`config.mk`:
```
export PLATFORM = sky130hd
export DESIGN_NAME = sign_mag_bcd
export DESIGN_NICKNAME = d
export VERILOG_FILES = /design/src/rtl/sign_mag_bcd_pkg.sv /design/src/rtl/sign_mag_bcd_adj3.sv /design/src/rtl/sign_mag_bcd.sv
export SDC_FILE = /design/constraint.sdc
export NUM_CORES = 1
export LEC_CHECK = 0
export ABC_AREA = 1
export BUFFER_PORTS_ARGS = -buffer_cell sky130_fd_sc_hd__buf_2
export CAP_MARGIN = 25
export CORE_ASPECT_RATIO = 0.7
export CORE_MARGIN = 3
export CORE_UTILIZATION = 50
export DETAILED_ROUTE_END_ITERATION = 8
export PLACE_DENSITY = 0.74
export RECOVER_POWER = 50
export SYNTH_ARGS = -nofsm -noshare
export SYNTH_HDL_FRONTEND = slang
export SYNTH_HIERARCHICAL = 1
export SYNTH_SLANG_ARGS = --single-unit
```
`constraint.sdc`:
```
create_clock -name clk -period 1.55 [get_ports clk]
set_input_delay 0.0775 -clock clk [delete_from_list [all_inputs] [get_ports clk]]
set_output_delay 0.0775 -clock clk [all_outputs]
set_load 0.01 [all_outputs]
```
`src/rtl/sign_mag_bcd_pkg.sv`:
```
// Shared types and constants for the sign-magnitude to BCD converter.
// Holds the FSM state encoding, digit count and the widest legal word.
package sign_mag_bcd_pkg;

    typedef enum logic [1:0] {
        IDLE = 2'd0,
        OP   = 2'd1,
        DONE = 2'd2
    } state_e;

    localparam int NUM_DIGITS = 4;
    localparam int MAX_N      = 14;
    localparam int CNT_W      = $clog2(MAX_N);
    localparam int BCD_W      = 4 * NUM_DIGITS;

endpackage

```
`src/rtl/sign_mag_bcd_adj3.sv`:
```
// Double-dabble digit correction: adds 3 to a BCD digit greater than 4.
// Ports: din (4-bit digit in), dout (corrected digit out).
module bcd_adj3 (
    input  logic [3:0] din,
    output logic [3:0] dout
);

    always_comb begin
        dout = din;
        if (din > 4'd4) begin
            dout = din + 4'd3;
        end
    end

endmodule

```
`src/rtl/sign_mag_bcd.sv`:
```
// Sequential sign-magnitude to BCD converter (double dabble, 1 bit/cycle).
// Ports: clk, reset, start, a[N-1:0] in; ready, done_tick, sign, bcd3..bcd0 out.
module sign_mag_bcd
    import sign_mag_bcd_pkg::*;
#(
    parameter int N = 8
) (
    input  logic         clk,
    input  logic         reset,
    input  logic         start,
    input  logic [N-1:0] a,
    output logic         ready,
    output logic         done_tick,
    output logic         sign,
    output logic [3:0]   bcd3,
    output logic [3:0]   bcd2,
    output logic [3:0]   bcd1,
    output logic [3:0]   bcd0
);

    localparam int MW = N - 1;

    state_e             state_q, state_d;
    logic [CNT_W-1:0]   cnt_q, cnt_d;
    logic [MW-1:0]      mag_q, mag_d;
    logic [BCD_W-1:0]   dig_q, dig_d;
    logic               sgn_cap_q, sgn_cap_d;
    logic               ready_q, ready_d;
    logic               done_q, done_d;
    logic               sign_q, sign_d;
    logic [BCD_W-1:0]   bcd_q, bcd_d;
    logic [BCD_W-1:0]   dig_adj;

    for (genvar g = 0; g < NUM_DIGITS; g++) begin : g_adj
        bcd_adj3 u_adj (
            .din  (dig_q[4*g +: 4]),
            .dout (dig_adj[4*g +: 4])
        );
    end

    always_comb begin
        state_d   = state_q;
        cnt_d     = cnt_q;
        mag_d     = mag_q;
        dig_d     = dig_q;
        sgn_cap_d = sgn_cap_q;
        done_d    = 1'b0;
        sign_d    = sign_q;
        bcd_d     = bcd_q;
        unique case (state_q)
            IDLE: begin
                // ready_q is low in the done_tick cycle, so a start
                // coinciding with the previous result is not taken.
                if (start && ready_q) begin
                    mag_d     = a[MW-1:0];
                    sgn_cap_d = a[N-1];
                    cnt_d     = CNT_W'(MW);
                    dig_d     = '0;
                    state_d   = OP;
                end
            end
            OP: begin
                dig_d = {dig_adj[BCD_W-2:0], mag_q[MW-1]};
                mag_d = mag_q << 1;
                cnt_d = cnt_q - CNT_W'(1);
                if (cnt_q == CNT_W'(1)) begin
                    state_d = DONE;
                end
            end
            DONE: begin
                done_d = 1'b1;
                bcd_d  = dig_q;
                // Negative zero displays as plain zero.
                sign_d = sgn_cap_q && (dig_q != '0);
                state_d = IDLE;
            end
            default: begin
                state_d = IDLE;
            end
        endcase
        ready_d = (state_d == IDLE) && !done_d;
    end

    always_ff @(posedge clk) begin
        if (reset) begin
            state_q   <= IDLE;
            cnt_q     <= '0;
            mag_q     <= '0;
            dig_q     <= '0;
            sgn_cap_q <= 1'b0;
            ready_q   <= 1'b1;
            done_q    <= 1'b0;
            sign_q    <= 1'b0;
            bcd_q     <= '0;
        end else begin
            state_q   <= state_d;
            cnt_q     <= cnt_d;
            mag_q     <= mag_d;
            dig_q     <= dig_d;
            sgn_cap_q <= sgn_cap_d;
            ready_q   <= ready_d;
            done_q    <= done_d;
            sign_q    <= sign_d;
            bcd_q     <= bcd_d;
        end
    end

    assign ready     = ready_q;
    assign done_tick = done_q;
    assign sign      = sign_q;
    assign bcd3      = bcd_q[15:12];
    assign bcd2      = bcd_q[11:8];
    assign bcd1      = bcd_q[7:4];
    assign bcd0      = bcd_q[3:0];

endmodule
```
==> impl_metrics.ini <==
[outcome]
run_status = completed

[detailed_routing]
dr.first_iter.drc_count = 106
firstDrtPassIters = 4
detail_route.drc_violations = 0
num_vias = 2226
avgViaCountPerCell = 4.991
routed_wl_per_cell_um = 11.65
ant_nets = 0
routed_wl_mm = 5.197

[layout]
drive_gt1_frac = 0.09974
layoutNonFillerInstCount = 446
finish.net_count = 412
n_fill_cell = 447
area_of_the_multi_input_gates_mm2 = 0.001192
final-seq-area_um2 = 982.2
antenna-diode-count = 0
layout-area-overhead-vs-synth_pct = 11.06

[timing]
fin_setup_tns_ns = 0
timing.final.setup_violations = 0
relSlewSlack = 0.5747
clock_period_minus_final_worst_setup_slack_ns = 1.355
worst-slew-pin-transition_ns = 0.6372
fin_crit_sh = 0.8740
finClkSkew_ns = 0.005389
slew_violations = 0
setup_repair_after_global_routing_missed_its_margin = false
timing.final.hold_violations = 0
final_critical_path_setup_slack_ns = 0.1953
max_freq_mhz = 738.2

[die]
die_w_um = 88.57
floorplan.die.height_um = 63.80
floorplan.die_area_mm2 = 0.005650
placement_rows = 20
io_pins = 30
coreArea_mm2 = 0.004479
initial_utilization = 0.5327

[place]
replace_congestion = 0.8058
dpl.cell_count = 439
pre_cts_ws_ns = 0.1914
post-dp-hpwl_mm = 3.499
place.port_buffers = 29

[power_and_ir_drop]
power_density_normalized_to_cell_area_mw_per_mm2 = 943.9
irDropWorstVdd_uv = 407.6
p_leak_uw = 0.001202

[global_route]
track_usage = 0.1935
grt_pass1_wl_mm = 8.783
grt_antenna_before_repair = 0
first_global_vias = 2034
grt-ovfl-total = 0
pin_count_of_the_biggest_net_entering_global_routing = 28

[clock_tree]
cts-buffers-inserted = 5
clock_sinks = 49
clock_root_cell = sky130_fd_sc_hd__clkbuf_8
cts_htree_levels = 2
tritoncts = done
worstSkewPairLatency_ns = 0.29
cts.clk_slew.worst_paths_ns = 0.09
cts.path.max_buffers = 2

[min_path]
timing.hold.worst.class = in2reg
min_delay_worst_endpoint = sgn_cap_q
min_path_cells = 3
hold_start = a[7]

[worst_setup_path]
rr_startpoint = dig_q[0]
timing.reg2reg.worst_path_depth = 9
reg2reg_slack_ns = 0.20
worst_r2r_endpoint = dig_q[1]
worstPathArrival_ns = 1.59
crit_required_ns = 1.78
worst_setup_path_end_kind = register
cp-start-kind = register
path_class = reg2reg
worst-path-max-fanout = 5

[synth]
syn_nets = 381
netlist_area_mm2 = 0.002386
syn_inst = 360
synth-warning-count = 6
syn_avg_cell_area_um2 = 6.628

[flow_run]
maxCapViolCount = 0
-- state kept, by name, indices dropped and copies added (netlist names) --
name / cells
sign: 1
state_q: 2
done_tick: 1
ready: 1
dig_q: 16
bcd_q: 16
sgn_cap_q: 1
mag_q: 7
cnt_q: 4
-- cell type report --
| cell class | count | area share |
|---|---|---|
| Timing Repair Buffer | 35 | 0.06138 |
| Tap cell | 55 | 0.02597 |
| Clock inverter | 1 | 0.002833 |
| Multi-Input combinational cell | 259 | 0.4500 |
| Inverter | 41 | 0.05807 |
| Sequential cell | 49 | 0.3706 |
| Clock buffer | 6 | 0.03116 |
-- cells in the final DEF, fill, tap and decap left out --
cell / instances
sky130_fd_sc_hd__a21oi_1: 21
sky130_fd_sc_hd__dfxtp_1: 48
sky130_fd_sc_hd__nor2_1: 61
sky130_fd_sc_hd__buf_2: 10
sky130_fd_sc_hd__inv_1: 38
sky130_fd_sc_hd__dfxtp_2: 1
sky130_fd_sc_hd__or2_2: 6
sky130_fd_sc_hd__o211ai_1: 5
sky130_fd_sc_hd__nand2_1: 106
sky130_fd_sc_hd__nand3_1: 17
sky130_fd_sc_hd__inv_2: 3
sky130_fd_sc_hd__nor2_2: 1
sky130_fd_sc_hd__buf_4: 5
sky130_fd_sc_hd__nand4_1: 1
sky130_fd_sc_hd__clkbuf_8: 6
sky130_fd_sc_hd__nor3_1: 1
sky130_fd_sc_hd__clkbuf_1: 20
sky130_fd_sc_hd__ha_1: 10
sky130_fd_sc_hd__nand2_2: 6
sky130_fd_sc_hd__o21ai_0: 23
sky130_fd_sc_hd__clkinvlp_4: 1
sky130_fd_sc_hd__o21ai_1: 1
-- worst max-delay path: stages (launching register included) --
cell and delay, ns:
sky130_fd_sc_hd__dfxtp_2 0.38, sky130_fd_sc_hd__inv_1 0.11, sky130_fd_sc_hd__ha_1 0.23, sky130_fd_sc_hd__inv_1 0.07, sky130_fd_sc_hd__nand2_2 0.06, sky130_fd_sc_hd__nand2_1 0.11
sky130_fd_sc_hd__nand2_1 0.08, sky130_fd_sc_hd__nand2_1 0.07, sky130_fd_sc_hd__nand2_1 0.05, sky130_fd_sc_hd__a21oi_1 0.13
-- metal layers --
layer,global-route usage,part of all wire
met3,0.04381,0.047
met5,0,0
met1,0.2704,0.50
met2,0.2957,0.43
met4,0.06038,0.018
-- per-stage QoR --
step           hold WS, ns  instance area [um2]  total power (uW)    util
2_1_floorplan       0.1466                 2386              1674       -
3_3_place_gp        0.3388                 2586              1763  0.5774
3_5_place_dp        0.3424                 2586              1769  0.5774
4_1_cts            0.02927                 2676              2527  0.5975
5_1_grt            0.03684                 2650              2645  0.5916
6_report           0.03330                 2650              2501  0.5916
-- worst max path at each step --
| stage | from | to | slack, ns |
|---|---|---|---|
| floorplan | dig_q[8] | dig_q[11] | 0.37 |
| global placement | dig_q[0] | dig_q[2] | 0.22 |
| detailed placement | dig_q[0] | dig_q[3] | 0.19 |
| CTS | dig_q[0] | dig_q[1] | 0.15 |
| global route | dig_q[12] | dig_q[13] | 0.03 |
| finish | dig_q[0] | dig_q[1] | 0.20 |
-- repair_timing --
| action | CTS | global route |
|---|---|---|
| endpoints found under the setup margin | 0 | 1 |
| resized for setup | 0 | 1 |
| hold buffers | 0 | 0 |
| buffers inserted | 0 | 0 |
-- power by group --
group          internal (uW)  leakage, uW  switching, uW
Clock                    354    0.0000433            413
Combinational            129     0.000760            248
Sequential              1330     0.000398           31.6
Total                   1810      0.00120            693
No activity file was read; power rests on OpenSTA's default activity.
